### config.mk
export PLATFORM = sky130hd
export DESIGN_NAME = pulse_synth
export DESIGN_NICKNAME = d
export VERILOG_FILES = /design/src/rtl/pulse_pkg.sv /design/src/rtl/pulse_frac_acc.sv /design/src/rtl/pulse_synth.sv
export SDC_FILE = /design/constraint.sdc
export NUM_CORES = 1
export LEC_CHECK = 0
export ABC_AREA = 1
export CORE_MARGIN = 2
export CORE_UTILIZATION = 62
export CTS_CLUSTER_SIZE = 40
export DETAILED_ROUTE_END_ITERATION = 10
export PLACE_DENSITY = 0.81
export SETUP_SLACK_MARGIN = 0.4
export SYNTH_ARGS = -nofsm -noshare
export SYNTH_HDL_FRONTEND = slang
export SYNTH_SLANG_ARGS = --single-unit
### constraint.sdc
create_clock -name clk -period 6.8 [get_ports clk]
set_input_delay 2.04 -clock clk [delete_from_list [all_inputs] [get_ports clk]]
set_output_delay 2.04 -clock clk [all_outputs]
set_load 0.05 [all_outputs]
### src/rtl/pulse_pkg.sv
// pulse_pkg: default window/pulse/rate constants shared with the sensor, plus FSM state encoding
package pulse_pkg;
  localparam int DEF_WINDOW_CYCLES = 12_800_000;
  localparam int DEF_PULSE_WIDTH = 1450;
  localparam int DEF_MAX_RATE = 255;
  localparam int DEF_CNT_W = 32;
  typedef enum logic [1:0] {IDLE, LOW, HIGH} state_t;
endpackage

### src/rtl/pulse_frac_acc.sv
// pulse_frac_acc: window counter + Bresenham accumulator; in: clk, rst, run, rate; out: fire (spread evenly), wrap (last window cycle)
module pulse_frac_acc #(
  parameter int WINDOW_CYCLES = pulse_pkg::DEF_WINDOW_CYCLES,
  parameter int CNT_W = pulse_pkg::DEF_CNT_W
) (
  input  logic       clk,
  input  logic       rst,
  input  logic       run,
  input  logic [7:0] rate,
  output logic       fire,
  output logic       wrap
);
  logic [CNT_W-1:0] cnt, acc, sum;
  assign sum = acc + CNT_W'(rate);
  assign fire = run && sum >= CNT_W'(WINDOW_CYCLES);
  assign wrap = run && cnt == CNT_W'(WINDOW_CYCLES - 1);
  always_ff @(posedge clk or posedge rst)
    if (rst) begin
      cnt <= '0;
      acc <= '0;
    end else begin
      cnt <= (!run || wrap) ? '0 : cnt + CNT_W'(1);
      acc <= (!run || wrap) ? '0 : fire ? sum - CNT_W'(WINDOW_CYCLES) : sum;
    end
endmodule

### src/rtl/pulse_synth.sv
// pulse_synth: N-pulses-per-window generator; in: clk, reset_count, enable_i, rate_i/rate_valid_i; out: rate_ready_o, pulse_o, window_o, pulse_cnt_o, active_rate_o, overrun_o
module pulse_synth
  import pulse_pkg::*;
#(
  parameter int WINDOW_CYCLES = DEF_WINDOW_CYCLES,
  parameter int PULSE_WIDTH = DEF_PULSE_WIDTH,
  parameter int MAX_RATE = DEF_MAX_RATE,
  parameter int CNT_W = DEF_CNT_W
) (
  input  logic       clk,
  input  logic       reset_count,
  input  logic       enable_i,
  input  logic [7:0] rate_i,
  input  logic       rate_valid_i,
  output logic       rate_ready_o,
  output logic       pulse_o,
  output logic       window_o,
  output logic [7:0] pulse_cnt_o,
  output logic [7:0] active_rate_o,
  output logic       overrun_o
);
  state_t state, state_n;
  logic fire, wrap, run, start, drop, width_done, take, apply, shadow_full;
  logic [7:0] shadow, rate_cl, cnt_base;
  logic [CNT_W-1:0] wcnt;
  assign run = state != IDLE;
  assign take = rate_valid_i && rate_ready_o;
  assign apply = shadow_full && (state == IDLE || wrap);
  assign rate_cl = rate_i > 8'(MAX_RATE) ? 8'(MAX_RATE) : rate_i;
  assign rate_ready_o = !shadow_full;
  pulse_frac_acc #(.WINDOW_CYCLES(WINDOW_CYCLES), .CNT_W(CNT_W)) u_acc (
    .clk(clk),
    .rst(reset_count),
    .run(run),
    .rate(active_rate_o),
    .fire(fire),
    .wrap(wrap)
  );
  always_ff @(posedge clk or posedge reset_count)
    if (reset_count) begin
      shadow <= '0;
      shadow_full <= 1'b0;
      active_rate_o <= '0;
    end else if (take) begin
      shadow <= rate_cl;
      shadow_full <= 1'b1;
    end else if (apply) begin
      active_rate_o <= shadow;
      shadow_full <= 1'b0;
    end
  always_ff @(posedge clk or posedge reset_count)
    if (reset_count) begin
      state <= IDLE;
      wcnt <= '0;
      pulse_o <= 1'b0;
      window_o <= 1'b0;
      pulse_cnt_o <= '0;
      overrun_o <= 1'b0;
    end else begin
      state <= state_n;
      wcnt <= (state == HIGH && !width_done) ? wcnt + CNT_W'(1) : '0;
      pulse_o <= state_n == HIGH;
      window_o <= wrap;
      pulse_cnt_o <= !run ? '0 : cnt_base + {7'd0, start && cnt_base != 8'hFF};
      overrun_o <= overrun_o || drop;
    end
  always_comb begin
    state_n = state == IDLE ? (enable_i ? LOW : IDLE)
            : state == LOW  ? (!enable_i ? IDLE : fire ? HIGH : LOW)
            : (!width_done ? HIGH : enable_i ? LOW : IDLE);
  end
  // the count keeps its final value through the window_o cycle, then restarts
  always_comb begin
    start = state == LOW && enable_i && fire;
    drop = state == HIGH && fire;
    width_done = wcnt == CNT_W'(PULSE_WIDTH - 1);
    cnt_base = window_o ? 8'd0 : pulse_cnt_o;
  end
endmodule

# Word-level counts from Yosys, hierarchy flattened
# Index checks and enable logic that the tools add are counted.
# W data, S select, Z words.
# classes
bitwise_logic,1
eq_ne,6
n_reduce_logical,19
addsub,5
n_mux,15
magnitude_cmp,2
# op_table
cell,n
$mux W32,4
$add A32 B1 Y32 const B,2
$add A32 B8 Y32,1
$eq A32 B11 Y1 const B,1
$eq A32 B24 Y1 const B,1
$ge A32 B24 Y1 const B,1
$sub A32 B24 Y32 const B,1
$mux W8,3
$mux W2,5
$logic_and A1 B1 Y1,9
$add A8 B1 Y8,1
$gt A8 B8 Y1 const B,1
$ne A8 B8 Y1 const B,1
$eq A2 B2 Y1 const B,2
$reduce_bool A2 Y1,2
$logic_not A1 Y1,3
$logic_or A1 B1 Y1,3
$mux W1,3
$eq A2 B1 Y1 const B,1
$logic_not A2 Y1,1
$reduce_and A2 Y1,1
$not A1 Y1,1
# totals
elab_cells,59
out_inout_bits,20
reg_bits,126

# Longest topological paths before layout
# Gate-level depths: netlist of run 1.
# logic_depth
depth_word,8
mapped_depth,35

# By module
# A second synthesis of run 1 with hierarchy kept.
# unflattened
hier_cells,1235
area_unflattened_um2,8340.5
# by_module_without_submodules
mod,area_each_um2,instances,cells_each,seq_area_each_um2
pulse_frac_acc,4943.5,1,755,1601.5
pulse_synth,3397.0,1,480,1551.5

# Least setup slack after synthesis of run 1
# No wires, ideal clock.
# synth_path
path_type,register to register
startpoint,register active_rate_o[0]
endpoint,register pulse_cnt_o[7]
arrival_time_ns,3.883
n_path_buf,0
period_less_slack_ns,3.978
setup_ns,0.095
stages_incl_launch_ff,34
t_required_ns,6.705
path_slack_ns,2.822
path_cell_list,dfrtp_1 > ha_1 > fa_1 > nand3_1 > nand2_1 > nand3_1 > nand2_1 > nand2_1 > nand2_1 > inv_1 > ha_1 > nand3_1 > nor2_1 > nand3_1 > nor2_1 > nand2_1 > nor2_1 > nand3_1 > nor2_1 > nand2_1 > nand3_4 > nand2_1 > inv_1 > nand2_1 > a21oi_1 > ha_1 > nand3_1 > nor2_1 > inv_1 > nor2_1 > inv_1 > nor2_1 > a21oi_1 > a211oi_1
# synth_between
elab_chain_cells,7
# synth_rtl
item,line_no,rtl
start: declaration,pulse_synth.sv:19,"output logic [7:0] active_rate_o,"
start signal: assignment,pulse_synth.sv:48,active_rate_o <= shadow;
$add A32 B8 Y32,pulse_frac_acc.sv:14,assign sum = acc + CNT_W'(rate);
$ge A32 B24 Y1,pulse_frac_acc.sv:15,assign fire = run && sum >= CNT_W'(WINDOW_CYCLES);
$logic_and A1 B1 Y1,pulse_frac_acc.sv:15,
$logic_and A1 B1 Y1,pulse_synth.sv:74,start = state == LOW && enable_i && fire;
$logic_and A1 B1 Y1,pulse_synth.sv:64,"pulse_cnt_o <= !run ? '0 : cnt_base + {7'd0, start && cnt_base != 8'hFF};"
$add A8 B1 Y8,pulse_synth.sv:64,
$mux W8,pulse_synth.sv:64,
end signal: assignment,pulse_synth.sv:64,
end: declaration,pulse_synth.sv:18,"output logic [7:0] pulse_cnt_o,"
# No other way between the ends.
# A chain may end at the register's enable or synchronous reset.

# Worst setup path in the final report of run 1
# layout_path
startpoint,register active_rate_o[7]
endpoint,register pulse_cnt_o[7]
# Same word-level chain as after synthesis.

==> summary.txt, run 1 <==
Worst setup path
  – CP max-delay cell: dfrtp_1
  – Critical path startpoint category: register
  – Crit. End Element: register
  – Crit path buf inv count: 5
  – Largest delay contributor family on the critical path: simple AND/OR/NAND/NOR gates
  – WP data required: 7.13 ns
  – Cell repeated most along the worst path: nor2_1
  – Worst r2r path cells: 32
  – Flop-to-flop setup slack: 2.60 ns
  – Crit Reg-Reg Startpoint: active_rate_o[7]
  – Arr. time, crit path: 4.53 ns
  – CP Max Fanout: 7
  – WP depth: 32
  – R2r endpoint: pulse_cnt_o[7]
  – Setup Crit Path Kind: register to register
  – Slowest Stage Delay on Critical Path: 0.40 ns

Hold path
  – WHS Endpoint: u_acc.cnt[0]
  – Hold Path Class: register to register
  – Hold Path Stages: 1
  – Min-Delay Startpoint: u_acc.cnt[0]

Layout
  – Layout area overhead: 13.6%
  – Layout Nets: ~1,200
  – Fin cells: around 1,400
  – Commonest non-fill, non-tap cells in the layout: 292 x nand2_1, 164 x nor2_1, 155 x inv_1, 126 x dfrtp_1, 57 x nand3_1
  – Most common cell after layout, fill and taps aside: nand2_1
  – Ant. Diodes: 0
  – Share of cells above drive strength 1: 0.0857

Yosys
  – Largest family of logic cells by synthesized area: simple AND/OR/NAND/NOR gates
  – Post-synth top area share: 0.395
  – Mapped Nets: 1,155
  – XOR/XNOR Fraction of Synth Area: 0.0285
  – Mapped Area: ~8000 um2
  – Asr flop ratio synth: 1.00
  – Adder-Cell Fraction of Synth Area: 0.0260
  – Avg Cell Area, Syn: 7.09 um2
  – Top cell type by total area after synthesis: dfrtp_1
  – Cell count after synthesis: 1,127
  – Synth Area in Simple Gates: 0.390
  – Synth Register Bits: 126
  – Synth top area cells: dfrtp_1 39%, nand2_1 14%, nor2_1 7.8%, inv_1 7.3%, nand3_1 3.6%
  – Synth Area in Compound Gates: 0.0736
  – Mux share of post-synthesis cell area: 0
  – Post-synth EDFFs: 0
  – Synth cell types: 47
  – Most common flop cell mapped by yosys: dfrtp_1
  – Register area share after synthesis: 0.395
  – Ys Warns: 0

Floorplanning
  – Core area: 12,600 um2
  – Ports: 32
  – Die Y: 117 um
  – Full die area: roughly 14,000 um2
  – Initial cell density of the core: 0.633
  – # rows: 41
  – Die Width: 117 um

Detailed routing
  – DRC: 0
  – Drt first pass iters: 6
  – Initial DRC Count: 632
  – WL/cell: 13.8 um
  – Via/cell ratio: 5.40
  – Drt total wl: about 19,000 um
  – Via count: 7,295
  – Final ANT Viol Nets: 0

STA
  – Clk_skew: 0.00731 ns
  – Tightest Pin Transition: between 1 and 1.5 ns
  – RSZ-0062 raised after global routing: no
  – Fmax: 0.238 GHz
  – Final Max Slew Viols: 0
  – Setup TNS: 0 ns
  – Hold Violations, Final: 0
  – Fin crit share: 0.618
  – Clock period minus worst slack: 4.20 ns
  – Final setup vio count: 0
  – Fin Hold WS: between 0.4 and 0.5 ns
  – Rel. slew slack: 0.303

Clocking
  – Clock buffer count from CTS: 17
  – Clock Path Buffers: 2
  – Clk slew on worst S/H paths: 0.06 ns
  – Clk sink count: about 130
  – Post-cts resize count: 0
  – Root Driver: clkbuf_16
  – CTS Hold Buffers Added: 0
  – Clock Latency Late Sink: 0.43 ns
  – Post-CTS Setup Inserts: 0
  – CTS tree: yes
  – H-tree Lvls: 4

Pwr
  – Pwr Total: 0.00170 W
  – VDD IR-drop max: roughly 0.00015 V
  – LEAKAGE: about 4.5 nW
  – Pwr Density: 188 nW/um2

Status
  – Outcome: finished clean

Global route
  – First-pass GRT wire length: ~32,000 um
  – Total grt overflow: 0
  – Pin count of the biggest net entering global routing: 48
  – Number of global-route vias before repair: 7,049
  – Initial antenna violation count: 0
  – Gr usage total: 0.287

Placement
  – GP Congestion: 0.924
  – DPL Wire Length: 13,800 um
  – Cells after DPL: 1,320
  – IO buf count: 31

Job
  – Max_cap viols: 0
==> cells by family after synthesis <==
kind of cell	Yosys count
DFF	126
and+or+nand+nor	678
AOI/OAI and AO/OA	104
adders and majority gates	16
xor gates and xnor gates	26
buffers and inverters	177
==> registers in the layout (all words and copies together), names as in the netlist, 2 cells and up <==
name / flops
u_acc.cnt: 32
shadow: 8
pulse_cnt_o: 8
wcnt: 32
u_acc.acc: 32
state: 2
active_rate_o: 8
==> stage by stage <==
step / instance area, um2 / utilization / setup slack, ns
floorplan: 7990 / - / 1.40
global placement: 8460 / 0.671 / 2.85
detailed placement: 8460 / 0.671 / 2.63
CTS: 9070 / 0.719 / 2.60
global route: 9070 / 0.719 / 2.02
finish: 9070 / 0.719 / 2.60
==> power breakdown <==
group,internal [W],switching [W]
combinational,0.00000637,0.0000155
clock,0.000599,0.000333
sequential,0.000750,0
total,0.00136,0.000349
==> worst reg2reg max path: cells and delay by family, from the launching register on <==
| kind | cells | cell delay, ns |
|---|---|---|
| adders and majority gates | 3 | 0.72 |
| and+or+nand+nor | 20 | 2.15 |
| DFF | 1 | 0.40 |
| AOI/OAI and AO/OA | 4 | 0.52 |
| buffers and inverters | 5 | 0.34 |
==> synthesized netlist by cell type, types with 2 or more instances <==
cell type,instances
a211oi_1,3
a21oi_1,44
a21oi_2,3
a31o_2,2
a31oi_1,4
and3_1,2
buf_2,3
buf_6,3
clkbuf_1,7
clkinv_1,2
dfrtp_1,126
ha_1,15
inv_1,156
inv_2,4
nand2_1,292
nand2_2,20
nand2_4,3
nand3_1,57
nand3_2,5
nand3_4,2
nand3b_1,15
nand4_1,30
nor2_1,165
nor2_2,9
nor2_4,7
nor3_1,43
nor3b_1,4
nor3b_2,2
nor4_1,16
o21ai_0,30
o21ai_1,10
o21bai_2,4
xnor2_1,6
xor2_1,20
==> worst max-delay path by stage <==
| stage | start | to | slack (ns) |
|---|---|---|---|
| final | active_rate_o[7] | pulse_cnt_o[7] | 2.60 |
| after floorplan | reset_count | active_rate_o[0] | 1.40 |
| after global placement | active_rate_o[0] | pulse_cnt_o[7] | 2.85 |
| after CTS | active_rate_o[7] | pulse_cnt_o[7] | 2.60 |
| after detailed placement | active_rate_o[0] | pulse_cnt_o[7] | 2.63 |
| after global routing | active_rate_o[7] | pulse_cnt_o[7] | 2.02 |
==> layer usage <==
metal / GRT usage / share of wire
met1: 0.384 / 0.47
met2: 0.474 / 0.48
met3: 0.0480 / 0.038
met4: 0.102 / 0.021
met5: 0 / 0
==> cell type report <==
| cell class | instances | area [um2] |
|---|---|---|
| multi-input cells | 824 | 4140 |
| fillers | 1077 | 3550 |
| inverters | 163 | 617 |
| clock inverters | 10 | 139 |
| well taps | 172 | 215 |
| clock buffers | 20 | 467 |
| flip-flops and latches | 126 | 3150 |
| repair buffers | 35 | 340 |
Power figures use the tool's default switching activity.
==> inputs of run 2 (changes only) <==
==> constraint.sdc (replaced) <==
create_clock -name clk -period 4 [get_ports clk]
set_input_delay 1.2 -clock clk [delete_from_list [all_inputs] [get_ports clk]]
set_output_delay 1.2 -clock clk [all_outputs]
set_load 0.05 [all_outputs]
==> run 2 against run 1 <==
- maximum frequency up 11%
- flip-flop and latch count unchanged
- worst hold slack got worse by 0.0042 ns
- clock-buffer cell count increased by 4
- final area up 5.5%
- register-to-register slack worse by 2.4 ns
- clock skew is 0.0012 ns higher
- die area stayed put
- largest cell class unchanged
==> summary.txt, run 2 (synthesis results as in run 1) <==
Layout
  – Commonest non-fill, non-tap cells in the layout: 276 x nand2_1, 159 x nor2_1, 149 x inv_1, 118 x dfrtp_1, 52 x nand3_1
  – Share of cells above drive strength 1: 0.153 (+0.0668)
  – Largest regs: u_acc.acc: 32 flops, u_acc.cnt: 32 flops, wcnt: 32 flops
  – Layout Nets: 1,222 (+2.3%)
  – Most common cell after layout, fill and taps aside: nand2_1
  – Fillers: 1,000 (-7.1%)
  – Ant. Diodes: 0 (unchanged)
  – Fin cells: 1,378 (+2.1%)
  – Layout area overhead: 19.8%

Global route
  – Number of global-route vias before repair: 7,256 (+2.9%)
  – Total grt overflow: 0 (unchanged)
  – Gr usage total: 0.309 (+0.0224)
  – Initial antenna violation count: 0 (unchanged)
  – First-pass GRT wire length: 34,200 um (+5.7%)
  – Pin count of the biggest net entering global routing: 55 (+15%)

Pwr
  – LEAKAGE: 4.65 nW (+2.8%)
  – VDD IR-drop max: 0.000294 V (+99%)
  – Pwr Density: 299 nW/um2 (+59%)

Worst setup path
  – CP Max Fanout: 6 (-1)
  – Crit. End Element: register
  – Critical path startpoint category: register
  – Slowest Stage Delay on Critical Path: 0.43 ns (+0.03 ns)
  – Arr. time, crit path: 4.07 ns (-0.46 ns)
  – CP max-delay cell: dfrtp_2
  – WP data required: 4.28 ns (-2.85 ns)
  – Cell repeated most along the worst path: nand2_2
  – Setup Crit Path Kind: register to register

STA
  – Final setup vio count: 0 (unchanged)
  – Clk_skew: 0.00847 ns (+0.00116 ns)
  – Setup ws final: 0.215 ns (-2.38 ns)
  – RSZ-0062 raised after global routing: yes
  – Fmax: 0.264 GHz (+11%)
  – Clock period minus worst slack: 3.78 ns (-0.418 ns)
  – Setup TNS: 0 ns (unchanged)
  – Final Max Slew Viols: 0 (unchanged)
  – Fin crit share: 0.946 (+0.328)
  – Tightest Pin Transition: 1.04 ns (-0.00528 ns)
  – Rel. slew slack: 0.306 (+0.00354)
  – Hold Violations, Final: 0 (unchanged)

Detailed routing
  – Drt first pass iters: 5 (-1)
  – DRC: 0 (unchanged)
  – Via/cell ratio: 5.55 (+2.7%)
  – Final ANT Viol Nets: 0 (unchanged)
  – Via count: 7,649 (+4.9%)
  – Drt total wl: 20,600 um (+10%)
  – Initial DRC Count: 757 (+20%)
  – WL/cell: 14.9 um (+8.1%)

Placement
  – Post-Place Setup Slack: 0.0524 ns (-2.57 ns)
  – DPL Wire Length: 14,100 um (+2.4%)
  – GP Congestion: 0.944 (+2.2%)
  – Cells after DPL: 1,323 (+0.23%)
  – IO buf count: 31 (unchanged)

Clocking
  – CTS tree: yes
  – Root Driver: clkbuf_16
  – Clock Latency Late Sink: 0.44 ns (about the same)
  – Clock buffer count from CTS: 17 (unchanged)
  – Clock Path Buffers: 2 (unchanged)
  – Clk sink count: 126 (unchanged)
  – H-tree Lvls: 4 (unchanged)
  – Clk slew on worst S/H paths: 0.05 ns (about the same)

Floorplanning
  – Die Y: 117 um (unchanged)
  – Initial cell density of the core: 0.633 (unchanged)
  – Core area: 12,600 um2 (unchanged)
  – Ports: 32 (unchanged)
  – Die Width: 117 um (unchanged)
  – Full die area: 13,800 um2 (unchanged)
  – # rows: 41 (unchanged)

Hold path
  – Hold Path Class: register to register

Job
  – Max_cap viols: 0 (unchanged)

Status
  – Outcome: finished clean
==> run 2: cell count changes in the layout (fill, tap and decap cells not counted), sizes merged <==
cell / change
buf: +27
bufinv: -1
clkbuf: +4
clkinv: +2
clkinvlp: -3
inv: -1
==> run 2: path summary, 6_finish.rpt <==
check,from,end,slack [ns],depth (start not counted)
min,u_acc.cnt[0],u_acc.cnt[0],0.46,1
max in group asynchronous,reset_count,wcnt[10],1.99,3
min reg2reg,u_acc.cnt[0],u_acc.cnt[0],0.46,1
max reg2reg,active_rate_o[2],pulse_cnt_o[6],0.22,29
max,active_rate_o[2],pulse_cnt_o[6],0.22,29
min in group asynchronous,reset_count,shadow[6],1.27,2
==> run 2: power breakdown <==
part           internal, W  switching [W]  leakage, nW
logic            0.0000135      0.0000268         2.70
registers          0.00128              0         1.66
clock network     0.000989       0.000558        0.296
==> run 2: area by class of cell <==
cell class                      count  area [um2]  area share
Multi-Input combinational cell    824        4400       0.460
Sequential cell                   126        3160       0.330
Inverter                          163         621      0.0648
Timing Repair Buffer               62         584      0.0610
Clock buffer                       24         502      0.0524
Tap cell                          172         215      0.0225
Clock inverter                      7        85.1     0.00889
==> run 2: metrics by stage <==
step                      area (um2)   util  power [W]  hold slack [ns]
after detailed placement        8630  0.684    0.00134            0.455
after floorplan                 8090      -    0.00132            0.432
after global routing            9570  0.758    0.00294            0.485
after global placement          8630  0.684    0.00134            0.454
final                           9570  0.758    0.00286            0.462
after CTS                       9430  0.747    0.00288            0.462
==> run 2: worst max-delay path, delay by kind of cell (launching register included) <==
family,cells,cell delay (ns)
AND/OR/NAND/NOR,20,1.88
adder cells (fa/ha/maj),4,0.85
AO/OA/AOI/OAI,1,0.12
buffers and inverters,4,0.34
flip-flops,1,0.43
==> run 2: per-layer routing <==
layer	track usage	share of wire
met1	0.389	0.43
met3	0.0673	0.050
met2	0.522	0.48
met5	0	0
met4	0.124	0.030
==> run 2: timing repair <==
item,CTS,global route
setup endpoints to repair,6,20
buffers inserted,16,8
gates resized for setup,23,25
hold buffers,0,0
pin swaps,18,22
